File: config.mk
export PLATFORM = sky130hd
export DESIGN_NAME = fpu_scoreboard_flat
export DESIGN_NICKNAME = d
export VERILOG_FILES = /design/src/rtl/fpu_scoreboard_if.sv /design/src/rtl/fpu_scoreboard.sv /design/src/flat_wrapper.sv
export SDC_FILE = /design/constraint.sdc
export NUM_CORES = 1
export LEC_CHECK = 0
export BUFFER_PORTS_ARGS = -buffer_cell sky130_fd_sc_hd__buf_2
export CAP_MARGIN = 10
export CELL_PAD_IN_SITES_DETAIL_PLACEMENT = 0
export CELL_PAD_IN_SITES_GLOBAL_PLACEMENT = 1
export CORE_MARGIN = 3
export CORE_UTILIZATION = 43
export CTS_BUF_LIST = sky130_fd_sc_hd__clkbuf_8
export DETAILED_ROUTE_END_ITERATION = 8
export PLACE_DENSITY_LB_ADDON = 0.3
export SYNTH_ARGS = -nofsm -noshare
export SYNTH_HDL_FRONTEND = slang
export SYNTH_SLANG_ARGS = --single-unit
File: constraint.sdc
create_clock -name clk -period 2.6 [get_ports clk]
set_input_delay 0.39 -clock clk [delete_from_list [all_inputs] [get_ports clk]]
set_output_delay 0.39 -clock clk [all_outputs]
set_load 0.02 [all_outputs]
File: src/rtl/fpu_scoreboard_if.sv
// Decode-to-scoreboard bundle: issue request and operand info from decode, hazard/forward/retire status back.
// RW sets the FP register address width.
interface fpu_scoreboard_if #(
    parameter int RW = 5
) ();
    logic          id_valid;
    logic [RW-1:0] id_fs;
    logic [RW-1:0] id_ft;
    logic [RW-1:0] id_fd;
    logic          id_use_fs;
    logic          id_use_ft;
    logic          id_wr;
    logic          id_ds;
    logic          stall;
    logic          stall_ds;
    logic          fwd_fs;
    logic          fwd_ft;
    logic          wb_valid;
    logic [RW-1:0] wb_rn;
    logic [3:0]    occ;

    modport master (
        output id_valid, id_fs, id_ft, id_fd, id_use_fs, id_use_ft, id_wr, id_ds,
        input  stall, stall_ds, fwd_fs, fwd_ft, wb_valid, wb_rn, occ
    );

    modport slave (
        input  id_valid, id_fs, id_ft, id_fd, id_use_fs, id_use_ft, id_wr, id_ds,
        output stall, stall_ds, fwd_fs, fwd_ft, wb_valid, wb_rn, occ
    );
endinterface

File: src/rtl/fpu_scoreboard.sv
// FP pipeline scoreboard: RAW hazard stall, div/sqrt stage-0 hold, last-stage forwarding, writeback tracking.
// Macro FPU_SB_FWD_EN enables forwarding from stage DEPTH-1; otherwise that stage also stalls.
module fpu_scoreboard #(
    parameter int DEPTH   = 3,
    parameter int DIV_LAT = 4,
    parameter int RW      = 5
) (
    input  logic          clk,
    input  logic          rst,
    fpu_scoreboard_if.slave sb
);
    logic [DEPTH-1:0] v;
    logic [DEPTH-1:0] ds;
    logic [RW-1:0]    rn [DEPTH];
    logic [5:0]       hcnt;

    logic advance;
    logic issue;
    logic haz;
    logic young_fs;
    logic young_ft;
    logic last_fs;
    logic last_ft;
    logic [3:0] occ_cnt;

    assign advance = (hcnt == 6'd0);

    // Stages 0..DEPTH-2 are never forwardable; the last stage is checked separately.
    always_comb begin
        young_fs = 1'b0;
        young_ft = 1'b0;
        for (int k = 0; k < DEPTH-1; k++) begin
            if (v[k] && (rn[k] == sb.id_fs)) young_fs = 1'b1;
            if (v[k] && (rn[k] == sb.id_ft)) young_ft = 1'b1;
        end
    end

    assign last_fs = v[DEPTH-1] && (rn[DEPTH-1] == sb.id_fs);
    assign last_ft = v[DEPTH-1] && (rn[DEPTH-1] == sb.id_ft);

`ifdef FPU_SB_FWD_EN
    assign haz       = (sb.id_use_fs & young_fs) | (sb.id_use_ft & young_ft);
    assign sb.fwd_fs = sb.id_valid & sb.id_use_fs & last_fs & ~young_fs;
    assign sb.fwd_ft = sb.id_valid & sb.id_use_ft & last_ft & ~young_ft;
`else
    assign haz       = (sb.id_use_fs & (young_fs | last_fs)) |
                       (sb.id_use_ft & (young_ft | last_ft));
    assign sb.fwd_fs = 1'b0;
    assign sb.fwd_ft = 1'b0;
`endif

    assign sb.stall_ds = v[0] & ds[0] & (hcnt != 6'd0);
    assign sb.stall    = sb.id_valid & (haz | sb.stall_ds);
    assign issue       = sb.id_valid & ~sb.stall;

    always_comb begin
        occ_cnt = 4'd0;
        for (int k = 0; k < DEPTH; k++) occ_cnt = occ_cnt + 4'(v[k]);
    end

    assign sb.occ      = occ_cnt;
    assign sb.wb_valid = v[DEPTH-1];
    assign sb.wb_rn    = rn[DEPTH-1];

    always_ff @(posedge clk or posedge rst) begin
        if (rst) begin
            v    <= '0;
            ds   <= '0;
            hcnt <= 6'd0;
            for (int k = 0; k < DEPTH; k++) rn[k] <= '0;
        end else begin
            // Stage 1 takes a bubble while stage 0 is held by a div/sqrt.
            if (advance) begin
                v[1]  <= v[0];
                ds[1] <= ds[0];
                rn[1] <= rn[0];
            end else begin
                v[1]  <= 1'b0;
                ds[1] <= 1'b0;
                rn[1] <= '0;
            end
            for (int k = 2; k < DEPTH; k++) begin
                v[k]  <= v[k-1];
                ds[k] <= ds[k-1];
                rn[k] <= rn[k-1];
            end

            if (issue) begin
                v[0]  <= sb.id_wr;
                ds[0] <= sb.id_ds;
                rn[0] <= sb.id_fd;
            end else if (advance) begin
                v[0]  <= 1'b0;
                ds[0] <= 1'b0;
                rn[0] <= '0;
            end

            if (issue && sb.id_ds) hcnt <= 6'(DIV_LAT - 1);
            else if (hcnt != 6'd0) hcnt <= hcnt - 6'd1;
        end
    end
endmodule

File: src/flat_wrapper.sv
// flat-port wrapper written by rule: the top's interface ports become plain ports
module fpu_scoreboard_flat 
#(
    parameter int DEPTH   = 3,
    parameter int DIV_LAT = 4,
    parameter int RW      = 5
)
  (clk, rst, sb_id_valid, sb_id_fs, sb_id_ft, sb_id_fd, sb_id_use_fs, sb_id_use_ft, sb_id_wr, sb_id_ds, sb_stall, sb_stall_ds, sb_fwd_fs, sb_fwd_ft, sb_wb_valid, sb_wb_rn, sb_occ);
  fpu_scoreboard_if #(.RW(RW)) sb_i ();
  input  logic clk;
  input  logic rst;
  input wire logic [$bits(sb_i.id_valid)-1:0] sb_id_valid;
  input wire logic [$bits(sb_i.id_fs)-1:0] sb_id_fs;
  input wire logic [$bits(sb_i.id_ft)-1:0] sb_id_ft;
  input wire logic [$bits(sb_i.id_fd)-1:0] sb_id_fd;
  input wire logic [$bits(sb_i.id_use_fs)-1:0] sb_id_use_fs;
  input wire logic [$bits(sb_i.id_use_ft)-1:0] sb_id_use_ft;
  input wire logic [$bits(sb_i.id_wr)-1:0] sb_id_wr;
  input wire logic [$bits(sb_i.id_ds)-1:0] sb_id_ds;
  output wire logic [$bits(sb_i.stall)-1:0] sb_stall;
  output wire logic [$bits(sb_i.stall_ds)-1:0] sb_stall_ds;
  output wire logic [$bits(sb_i.fwd_fs)-1:0] sb_fwd_fs;
  output wire logic [$bits(sb_i.fwd_ft)-1:0] sb_fwd_ft;
  output wire logic [$bits(sb_i.wb_valid)-1:0] sb_wb_valid;
  output wire logic [$bits(sb_i.wb_rn)-1:0] sb_wb_rn;
  output wire logic [$bits(sb_i.occ)-1:0] sb_occ;
  assign sb_i.id_valid = sb_id_valid;
  assign sb_i.id_fs = sb_id_fs;
  assign sb_i.id_ft = sb_id_ft;
  assign sb_i.id_fd = sb_id_fd;
  assign sb_i.id_use_fs = sb_id_use_fs;
  assign sb_i.id_use_ft = sb_id_use_ft;
  assign sb_i.id_wr = sb_id_wr;
  assign sb_i.id_ds = sb_id_ds;
  assign sb_stall = sb_i.stall;
  assign sb_stall_ds = sb_i.stall_ds;
  assign sb_fwd_fs = sb_i.fwd_fs;
  assign sb_fwd_ft = sb_i.fwd_ft;
  assign sb_wb_valid = sb_i.wb_valid;
  assign sb_wb_rn = sb_i.wb_rn;
  assign sb_occ = sb_i.occ;
  fpu_scoreboard #(.DEPTH(DEPTH), .DIV_LAT(DIV_LAT), .RW(RW)) u_core (.clk(clk), .rst(rst), .sb(sb_i));
endmodule
; ---- Word-level counts from Yosys, hierarchy flattened
; Index checks and enable logic that the tools add are counted.
[word_totals]
in_bits = 22
register_bits = 25
[op_classes]
n_eq_ne = 6
n_addsub = 3
n_reduce_logical = 11
muxes = 13
bitwise_logic = 11
[op_table]
columns = operator, count
row1 = $eq A5 B5 Y1, 6
row2 = $mux W5, 3
row3 = $mux W6, 2
row4 = $mux W1, 8
row5 = $logic_and A1 B1 Y1, 7
row6 = $and A1 B1 Y1, 6
row7 = $logic_not A6 Y1, 1
row8 = $reduce_bool A6 Y1, 1
row9 = $sub A6 B1 Y6 const B, 1
row10 = $add A4 B1 Y4, 1
row11 = $or A1 B1 Y1, 4
row12 = $reduce_bool A2 Y1, 2
row13 = $add A1 B1 Y2, 1
row14 = $not A1 Y1, 1

; ---- Longest topological paths before layout
; Gate-level depths: netlist of the first run.
[depth]
ltp_word = 13
depth_mapped = 9
ltp_nobuf = 8

; ---- Worst setup path after synthesis of the first run
; OpenSTA, ideal clock, no wires.
[synth_path]
path_kind = reg2out
startpoint = register u_core.hcnt[0]
endpoint = output port sb_stall
arrival_time_ps = 1665
path_buffers = 0
required_ps = 2210
slack_ps = 545
stages_incl_launch_ff = 9
cell_sequence = dfrtp_1 inv_1 ha_1 and2b_1 nand2_4 and3_4 nand4b_4 nor2_1 nor2_1
[synth_between]
elab_chain_cells = 4
[synth_rtl]
columns = element, line_no
row1 = from (decl), fpu_scoreboard.sv:15  ; logic [5:0] hcnt;
row2 = from (signal assigned), fpu_scoreboard.sv:98  ; if (issue && sb.id_ds) hcnt <= 6'(DIV_LAT - 1);
row3 = from (signal assigned), fpu_scoreboard.sv:99  ; else if (hcnt != 6'd0) hcnt <= hcnt - 6'd1;
row4 = $reduce_bool A6 Y1, fpu_scoreboard.sv:52  ; assign sb.stall_ds = v[0] & ds[0] & (hcnt != 6'd0);
row5 = $and A1 B1 Y1, fpu_scoreboard.sv:52
row6 = net sb_stall_ds, flat_wrapper.sv:21  ; output wire logic [$bits(sb_i.stall_ds)-1:0] sb_stall_ds;
row7 = $or A1 B1 Y1, fpu_scoreboard.sv:53  ; assign sb.stall = sb.id_valid & (haz | sb.stall_ds);
row8 = $and A1 B1 Y1, fpu_scoreboard.sv:53
row9 = to (decl), flat_wrapper.sv:20  ; output wire logic [$bits(sb_i.stall)-1:0] sb_stall;
; The timed path passes the listed nets, and every way through them passes these cells.

; ---- Worst setup path in the final report of the first run
[layout_path]
startpoint = register u_core.hcnt[0]
endpoint = output port sb_stall
[layout_between]
elab_chain_cells = 4
[layout_rtl]
columns = element, line_no
row1 = $reduce_bool A6 Y1, fpu_scoreboard.sv:52
row2 = $and A1 B1 Y1, fpu_scoreboard.sv:52
row3 = $or A1 B1 Y1, fpu_scoreboard.sv:53
row4 = $and A1 B1 Y1, fpu_scoreboard.sv:53
; No other way between the ends.

==> results of run 1 <==
area by class of cell:
type,count,share of cell area (%)
Clock buffer,3,2.39
Clock inverter,1,0.217
Inverter,12,2.60
Multi-Input combinational cell,99,45.7
Sequential cell,25,36.2
Tap cell,44,3.18
Timing Repair Buffer,33,9.70
worst paths after layout:
| check | start | endpoint | slack, ns | depth (start not counted) |
|---|---|---|---|---|
| setup / recovery | u_core.hcnt[0] | sb_stall | 0.22 | 9 |
| hold / removal | rst | u_core.hcnt[0] | 0.32 | 2 |
| setup reg to reg | u_core.hcnt[0] | u_core.v[0] | 0.48 | 9 |
| hold reg to reg | u_core.rn[5] | u_core.sb.wb_rn[0] | 0.45 | 0 |
| max in group asynchronous | rst | u_core.sb.wb_rn[0] | 1.72 | 2 |
| min in group clk | sb_id_fd[4] | u_core.rn[14] | 0.34 | 3 |
registers in the layout, summed over array words and instances (netlist names):
signal	flops
u_core.hcnt	6
u_core.v	3
u_core.rn	10
u_core.sb.wb_rn	5
u_core.ds	1
worst max-delay path: stages, from the launching register on:
cell and delay [ns]:
dfrtp_1 0.41, inv_1 0.07, ha_1 0.20, and2b_2 0.24, nand2_4 0.10, and3_4 0.21, nand4b_4 0.18, nor2_1 0.12
nor2_1 0.04, buf_2 0.15
power groups by stage:
stage               clock network, mW  registers [mW]  logic [mW]
global route                    0.249           0.722       0.824
floorplan                           0           0.662       0.607
finish                          0.224           0.693       0.726
detailed placement                  0           0.701       0.735
global placement                    0           0.692       0.714
CTS                             0.234           0.693       0.740
layer usage:
metal	share of wire (%)	vias to the layer above	routed length [um]	track usage, %
li1	-	535	-	-
met1	42	525	1250	18.2
met2	50	28	1500	28.1
met3	5.0	7	148	2.56
met4	2.5	0	75	7.77
met5	0	-	0	0
kinds of logic (layout without fill, tap and decap cells):
logic type	after synthesis	in the layout	share of synthesized area, %
buffers and inverters	21	49	7.64
other	1	3	0.246
flip-flops	25	25	41.1
AO/OA/AOI/OAI	9	9	3.94
AND/OR/NAND/NOR	43	43	19.5
adder cells (fa/ha/maj)	5	5	4.60
multiplexers	8	8	5.25
XOR/XNOR	31	31	17.8
cells in the final DEF (no fill, tap or decap), types with 6 or more instances in the layout:
cell type   n
xor2_1     20
dfrtp_1    25
and3_2      6
xnor2_1    11
nand2_1     8
buf_2      32
mux2i_1     8
inv_1      13
nand4_1     6
repair_timing:
| action | 4_1_cts | 5_1_grt |
|---|---|---|
| setup endpoints to repair | 0 | 1 |
| resized for setup | 0 | 1 |
| hold endpoints to repair | 0 | 0 |
==> flow_summary_export.csv, run 1 <==
group,metric,value,unit
global_routing,grt_pass1_wl,5.12,mm
finish,fillers,306,
finish,drive_above_1_share,29.5,%
power,ir_drop,0.432,mV
logic_synthesis,yosys.area.top_type,"dfrtp_1",
clock_network,cts_buffers,3,
floorplan,ios,36,
drt,drc,0,
worst_setup_path,worst_setup_path_start_kind,"register",
logic_synthesis,syn_inst,143,
drt,first_pass_iters,4,
clock_network,cts-hold-fix-buffers,0,
drt,vias,1095,
clock_network,cts_tree,"done",
floorplan,row_count,20,
logic_synthesis,synth.top_cell.area_share,41.1,%
logic_synthesis,synth_most_common_cell,"dfrtp_1",
logic_synthesis,synth_seq_cells,25,
placement,dpl-instance-area,1680,um2
finish,multiInputGateArea,791,um2
drt,ant_nets,0,
worst_setup_path,arrival,1.99,ns
timing,relSlewSlack,38.1,%
power,switchingPower,0.673,mW
drt,wl,2.98,mm
logic_synthesis,synth_edf_count,0,
finish,fin_area,1730,um2
finish,areaGrowthSynthToFinish,13.5,%
floorplan,coreArea,3200,um2
placement,place_inst,213,
global_routing,grt_pass1_vias,1133,
worst_hold_path,hold_path_class,"input pin to async pin",
worst_setup_path,worstPathRequired,2.21,ns
drt,via_per_inst,5.05,
finish,fin_cells,217,
timing,fmax,420,MHz
global_routing,grt_usage,15.8,%
logic_synthesis,yosysWarningCount,0,
worst_setup_path,crit_path_max_fanout,8,
logic_synthesis,async_flop_share,100,%
timing,fin_ws,0.217,ns
finish,final_nets,201,
clock_network,postCtsSetupRepairBufs,0,
logic_synthesis,ys.flop_type,"dfrtp_1",
worst_setup_path,critPathKind,"register to primary output",
finish,final_core_util,54.0,%
clock_network,cts.clk_slew.worst_paths,0.08,ns
logic_synthesis,synthTopCellsByArea,"dfrtp_1 (41%), xor2_1 (11%), xnor2_1 (6.3%)",
clock_network,cts_sinks,25,
placement,port_buffers,32,
power,swShare,40.9,%
status,status,"finished, final reports clean",
power,finalPower,1.64,mW
placement,pre_cts_ws,0.392,ns
logic_synthesis,ys_top_cells_by_count,"dfrtp_1 (25), xor2_1 (20), inv_1 (12)",
run,timing.max_cap.violations,0,
floorplan,start_util,47.6,%
power,intPower,0.970,mW
finish,ff_latch_area,626,um2
timing,skew,0.00270,ns
drt,post_drt_wl_per_cell,13.7,um
logic_synthesis,synth.avg_cell_area,10.7,um2
timing,finalCriticalPeriod,2.38,ns
timing,worst_slew_pin_slew,0.928,ns
global_routing,grt_start_max_net_pins,26,
power,seqPwrFrac,42.2,%
timing,hold_viol,0,
power,p_comb_share,44.2,%
logic_synthesis,synth_cell_types,33,
power,clock_power_share,13.6,%
global_routing,antenna_found_initial,0,
floorplan,die_w,65.5,um
placement,place.detailed.hpwl,2.39,mm
logic_synthesis,synth_area,1520,um2
floorplan,dieArea,4290,um2
worst_setup_path,cp-end-kind,"primary output",
timing,whs,0.317,ns
timing,setup_tns,0,ns
clock_network,root_buffer,"clkbuf_8",
clock_network,clk_latency,0.27,ns
timing,slew_viol_final,0,
power,leakage,0.924,nW
global_routing,grt_overflow,0,
timing,fin_crit_sh,91.7,%
clock_network,cts_buffer_depth,2,
timing,setup_viol,0,
floorplan,die_y,65.5,um
finish,diodes,0,
logic_synthesis,ys_seq_area_share,41.1,%
drt,drt_iter0_markers,20,
timing,rsz0062_at_grt,"no",
placement,gp_congestion,0.874,
clock_network,htree_levels,1,
power,powerDensity,950,nW/um2
Note: power is estimated with default switching activity, not from simulation.
==> run 2: changes to the inputs <==
--- a/config.mk
+++ b/config.mk
@@ -5,12 +5,13 @@
 export SDC_FILE = /design/constraint.sdc
 export NUM_CORES = 1
 export LEC_CHECK = 0
+export ABC_AREA = 1
 export BUFFER_PORTS_ARGS = -buffer_cell sky130_fd_sc_hd__buf_2
 export CAP_MARGIN = 10
 export CELL_PAD_IN_SITES_DETAIL_PLACEMENT = 0
 export CELL_PAD_IN_SITES_GLOBAL_PLACEMENT = 1
 export CORE_MARGIN = 3
-export CORE_UTILIZATION = 43
+export CORE_UTILIZATION = 40
 export CTS_BUF_LIST = sky130_fd_sc_hd__clkbuf_8
 export DETAILED_ROUTE_END_ITERATION = 8
 export PLACE_DENSITY_LB_ADDON = 0.3
==> run 2 against run 1 <==
Against the previous run: clock skew shrank 0.0012 ns; critical path depth up 1; wire length grew 18%; die area is 16% higher; setup slack gained 0.27 ns; clock power is 8% higher; register-to-register slack improved by 0.55 ns; final cell count rose by 45%; via count is 31% higher; global-route usage decreased by 0.58 points; total power fell by 13%; largest cell class unchanged.
==> flow_summary_export.csv, run 2 <==
group,metric,value,unit
status,status,"finished, final reports clean",
finish,fin_cells,315,
floorplan,coreArea,3830,um2
power,ir_drop,0.418,mV
drt,via_per_inst,4.55,
power,powerDensity,754,nW/um2
global_routing,grt_pass1_vias,1377,
timing,finalCriticalPeriod,2.11,ns
finish,top_register,"u_core.rn",
logic_synthesis,yosysWarningCount,0,
timing,skew,0.00150,ns
timing,rsz0062_at_grt,"no",
clock_network,postCtsSetupRepairBufs,0,
logic_synthesis,synth.top_cell.area_share,37.5,%
clock_network,clk_latency,0.27,ns
global_routing,grt_pass1_wl,6.17,mm
drt,wl,3.53,mm
drt,ant_nets,0,
finish,final_nets,295,
power,leakage,1.12,nW
clock_network,cts.clk_slew.worst_paths,0.09,ns
global_routing,grt_util_met3,2.84,%
finish,areaGrowthSynthToFinish,13.6,%
logic_synthesis,ys_seq_area_share,37.5,%
worst_setup_path,cp-end-kind,"primary output",
floorplan,ios,36,
logic_synthesis,synth_area,1670,um2
drt,post_drt_wl_per_cell,11.2,um
global_routing,grt_usage,15.2,%
drt,drt_iter0_markers,97,
clock_network,cts_resized,0,
clock_network,htree_levels,1,
timing,hold_viol,0,
global_routing,met2_usage,23.9,%
timing,fin_crit_sh,81.2,%
worst_hold_path,hold_path_class,"input pin to async pin",
clock_network,cts_sinks,25,
floorplan,die_y,70.6,um
logic_synthesis,synth.avg_cell_area,7.07,um2
timing,slew_viol_final,0,
floorplan,dieArea,4980,um2
logic_synthesis,syn_inst,236,
logic_synthesis,async_flop_share,100,%
clock_network,cts-hold-fix-buffers,0,
run,timing.max_cap.violations,0,
worst_setup_path,arrival,1.72,ns
global_routing,use_met1,21.7,%
global_routing,antenna_found_initial,0,
timing,setup_viol,0,
clock_network,cts_buffers,3,
finish,layout_common_cells,"nand2_1 (80), nor2_1 (33), buf_2 (32)",
finish,largest_reg_flops,10,
finish,drive_above_1_share,21.7,%
floorplan,start_util,43.6,%
timing,fmax,474,MHz
logic_synthesis,synth_cell_types,26,
floorplan,row_count,22,
logic_synthesis,synth_most_common_cell,"nand2_1",
logic_synthesis,ys.flop_type,"dfrtp_1",
drt,drc,0,
global_routing,grt_overflow,0,
placement,gp_congestion,0.839,
clock_network,cts_tree,"done",
worst_setup_path,crit_path_max_fanout,3,
logic_synthesis,synth_seq_cells,25,
clock_network,cts_buffer_depth,2,
timing,setup_tns,0,ns
logic_synthesis,synth_edf_count,0,
worst_setup_path,startpoint,"u_core.hcnt[0]",
placement,place.detailed.hpwl,2.89,mm
logic_synthesis,synthTopCellsByArea,"dfrtp_1 (37%), nand2_1 (18%), nor2_1 (7.4%)",
drt,first_pass_iters,4,
finish,diodes,0,
floorplan,die_w,70.6,um
logic_synthesis,yosys.area.top_type,"dfrtp_1",
worst_setup_path,worst_setup_path_start_kind,"register",
global_routing,top_usage_layer,"met2",
clock_network,root_buffer,"clkbuf_8",
worst_setup_path,critPathKind,"register to primary output",
drt,vias,1433,
placement,port_buffers,32,
placement,place_inst,311,
global_routing,grt_start_max_net_pins,26,
logic_synthesis,ys_top_cells_by_count,"nand2_1 (80), nor2_1 (33), inv_1 (31)",
worst_setup_path,worstPathRequired,2.21,ns
finish,final_common_cell,"nand2_1",
finish,final_core_util,49.6,%
worst_setup_path,r2r-start,"u_core.hcnt[0]",
run 2: cell type report:
type | count | area, um2
clock inverters | 1 | 7.51
repair buffers | 34 | 175
well taps | 48 | 60.1
flip-flops and latches | 25 | 626
inverters | 36 | 135
multi-input cells | 168 | 852
fillers | 410 | 1930
clock buffers | 3 | 41.3
run 2: path summary, 6_finish.rpt:
kind,to,slack [ns],cells past startpoint
worst max-delay path,sb_stall,0.49,10
max in group asynchronous,u_core.hcnt[3],2.20,3
worst max register to register,u_core.hcnt[5],1.03,9
worst min-delay path,u_core.hcnt[4],0.15,3
min in group clk,u_core.rn[10],0.31,3
worst min register to register,u_core.sb.wb_rn[3],0.44,0
run 2: power breakdown:
part           switching, mW  internal, mW  leakage (nW)  total, mW
Sequential             0.112         0.490         0.328      0.602
Combinational          0.365         0.222         0.768      0.587
Clock                  0.133         0.109        0.0217      0.241
Total                  0.610         0.820          1.12       1.43
run 2: logic make-up after synthesis:
group	after synthesis	share of synthesized area, %
and+or+nand+nor	139	38.6
buffers and inverters	45	11.9
DFF	25	37.5
AOI/OAI and AO/OA	18	6.00
adders and majority gates	5	4.20
xor gates and xnor gates	3	1.57
other	1	0.225
run 2: metal layers:
layer / up-vias / routed length [um]
li1: 771 / -
met1: 617 / 1730
met2: 41 / 1540
met3: 4 / 223
met4: 0 / 40
met5: - / 0
run 2: worst max-delay path, cell delays in order, from the launching register on:
cell and delay (ns):
dfrtp_1 0.40, inv_1 0.06, ha_1 0.22, nand2_1 0.10, inv_1 0.06, nand3_2 0.08
nand3_2 0.14, nand3_4 0.15, nand2_1 0.06, inv_1 0.04, buf_2 0.15
run 2: metrics by stage:
step	hold WS (ns)	worst slack, ns	instance area, um2	power, mW
after floorplan	0.389	0.866	1680	1.06
after global placement	0.424	0.711	1850	1.20
after detailed placement	0.422	0.730	1850	1.21
after CTS	0.159	0.460	1900	1.45
after global routing	0.169	0.333	1900	1.58
final	0.147	0.489	1900	1.43
==> run 3: changes to the inputs <==
==> constraint.sdc (replaced) <==
create_clock -name clk -period 2.17 [get_ports clk]
set_input_delay 0.3255 -clock clk [delete_from_list [all_inputs] [get_ports clk]]
set_output_delay 0.3255 -clock clk [all_outputs]
set_load 0.02 [all_outputs]
==> run 3 against run 2 <==
Against the previous run: total power is 22% higher; register-to-register slack worse by 0.39 ns; combinational power is 28% higher; final cell count is 0.95% higher; highest routed layer unchanged.
==> flow_summary_export.csv, run 3 (synthesis results as in run 2) <==
group,metric,value,unit
floorplan,die_w,70.6,um
clock_network,cts_buffers,3,
finish,fillers,410,
floorplan,dieArea,4980,um2
timing,rsz0062_at_grt,"no",
timing,fin_ws,0.172,ns
clock_network,cts_sinks,25,
floorplan,die_y,70.6,um
drt,drc,0,
placement,port_buffers,32,
finish,top_register,"u_core.rn",
global_routing,grt_pass1_vias,1322,
clock_network,cts_tree,"done",
finish,layout_common_cells,"nand2_1 (80), nor2_1 (33), inv_1 (31), buf_2 (31), dfrtp_1 (25)",
finish,fin_cells,318,
clock_network,cts.clk_slew.worst_paths,0.09,ns
placement,dpl-instance-area,1850,um2
timing,finalCriticalPeriod,2.00,ns
worst_setup_path,worstPathRequired,1.84,ns
power,finalPower,1.75,mW
finish,ff_latch_area,626,um2
clock_network,htree_levels,1,
global_routing,grt_usage,15.4,%
timing,whs,0.0885,ns
floorplan,start_util,43.6,%
clock_network,cts-hold-fix-buffers,0,
timing,setup_tns,0,ns
placement,place.detailed.hpwl,3.00,mm
timing,setup_viol,0,
timing,fmax,501,MHz
drt,ant_nets,0,
power,powerDensity,912,nW/um2
run,timing.max_cap.violations,0,
finish,final_common_cell,"nand2_1",
drt,drt_iter0_markers,106,
global_routing,grt_overflow,0,
worst_setup_path,arrival,1.67,ns
timing,hold_viol,0,
finish,areaGrowthSynthToFinish,15.0,%
status,status,"finished, final reports clean",
worst_setup_path,critPathKind,"register to primary output",
worst_setup_path,worst_setup_path_start_kind,"register",
global_routing,grt_start_max_net_pins,26,
finish,drive_above_1_share,22.6,%
timing,slew_viol_final,0,
global_routing,antenna_found_initial,0,
power,leakage,1.14,nW
finish,multiInputGateArea,852,um2
worst_setup_path,crit_path_max_fanout,4,
timing,skew,0.00893,ns
placement,place_inst,311,
placement,pre_cts_ws,0.399,ns
timing,fin_crit_sh,92.1,%
floorplan,ios,36,
finish,final_core_util,50.2,%
worst_hold_path,hold_path_class,"input pin to async pin",
finish,final_nets,298,
drt,vias,1465,
drt,via_per_inst,4.61,
floorplan,row_count,22,
finish,diodes,0,
clock_network,clk_latency,0.27,ns
power,ir_drop,0.554,mV
floorplan,coreArea,3830,um2
worst_setup_path,cp-end-kind,"primary output",
drt,first_pass_iters,4,
global_routing,grt_pass1_wl,6.14,mm
drt,post_drt_wl_per_cell,11.7,um
finish,fin_area,1920,um2
finish,largest_reg_flops,10,
clock_network,root_buffer,"clkbuf_8",
placement,gp_congestion,0.822,
drt,wl,3.73,mm
clock_network,cts_buffer_depth,2,
run 3: final timing paths:
kind / slack (ns) / startpoint / depth (start not counted) / end
worst max-delay path: 0.17 / u_core.rn[14] / 11 / sb_stall
worst min-delay path: 0.09 / rst / 3 / u_core.sb.wb_rn[0]
worst max register to register: 0.64 / u_core.rn[14] / 10 / u_core.hcnt[4]
worst min register to register: 0.45 / u_core.rn[6] / 0 / u_core.sb.wb_rn[1]
max in group asynchronous: 1.83 / rst / 3 / u_core.hcnt[3]
min in group clk: 0.25 / sb_id_fd[0] / 3 / u_core.rn[10]
run 3: power breakdown:
part	switching, mW	internal, mW
clock network	0.149	0.128
registers	0.133	0.587
logic	0.458	0.296
total	0.740	1.01
run 3: what timing repair did:
action | CTS | global route
hold endpoints to repair | 0 | 0
endpoints found under the setup margin | 0 | 1
buffers inserted | 0 | 3
gates resized for setup | 0 | 1
run 3: critical path, cell delays in order (launching register included):
cell and delay, ns:
dfrtp_1 0.43, inv_1 0.13, nand2_1 0.06, nand2_1 0.08, nor2_1 0.05, nand3_1 0.10, nand3_2 0.11, nand2_4 0.09
nand3_4 0.10, nand2_1 0.08, inv_1 0.04, buf_4 0.14
run 3: layout make-up:
| class | count | share of cell area (%) |
|---|---|---|
| inverters | 36 | 7.04 |
| repair buffers | 37 | 10.4 |
| multi-input cells | 168 | 44.4 |
| well taps | 48 | 3.13 |
| clock buffers | 3 | 2.15 |
| clock inverters | 1 | 0.261 |
| flip-flops and latches | 25 | 32.6 |
run 3: metal layers:
layer / vias up / wire, um / global-route usage [%] / share of wire [%]
li1: 784 / - / - / -
met2: 45 / 1710 / 24.4 / 46
met3: 2 / 233 / 2.84 / 6.2
met5: - / 0 / 0 / 0
met4: 0 / 27 / 3.76 / 0.72
met1: 634 / 1760 / 21.8 / 47
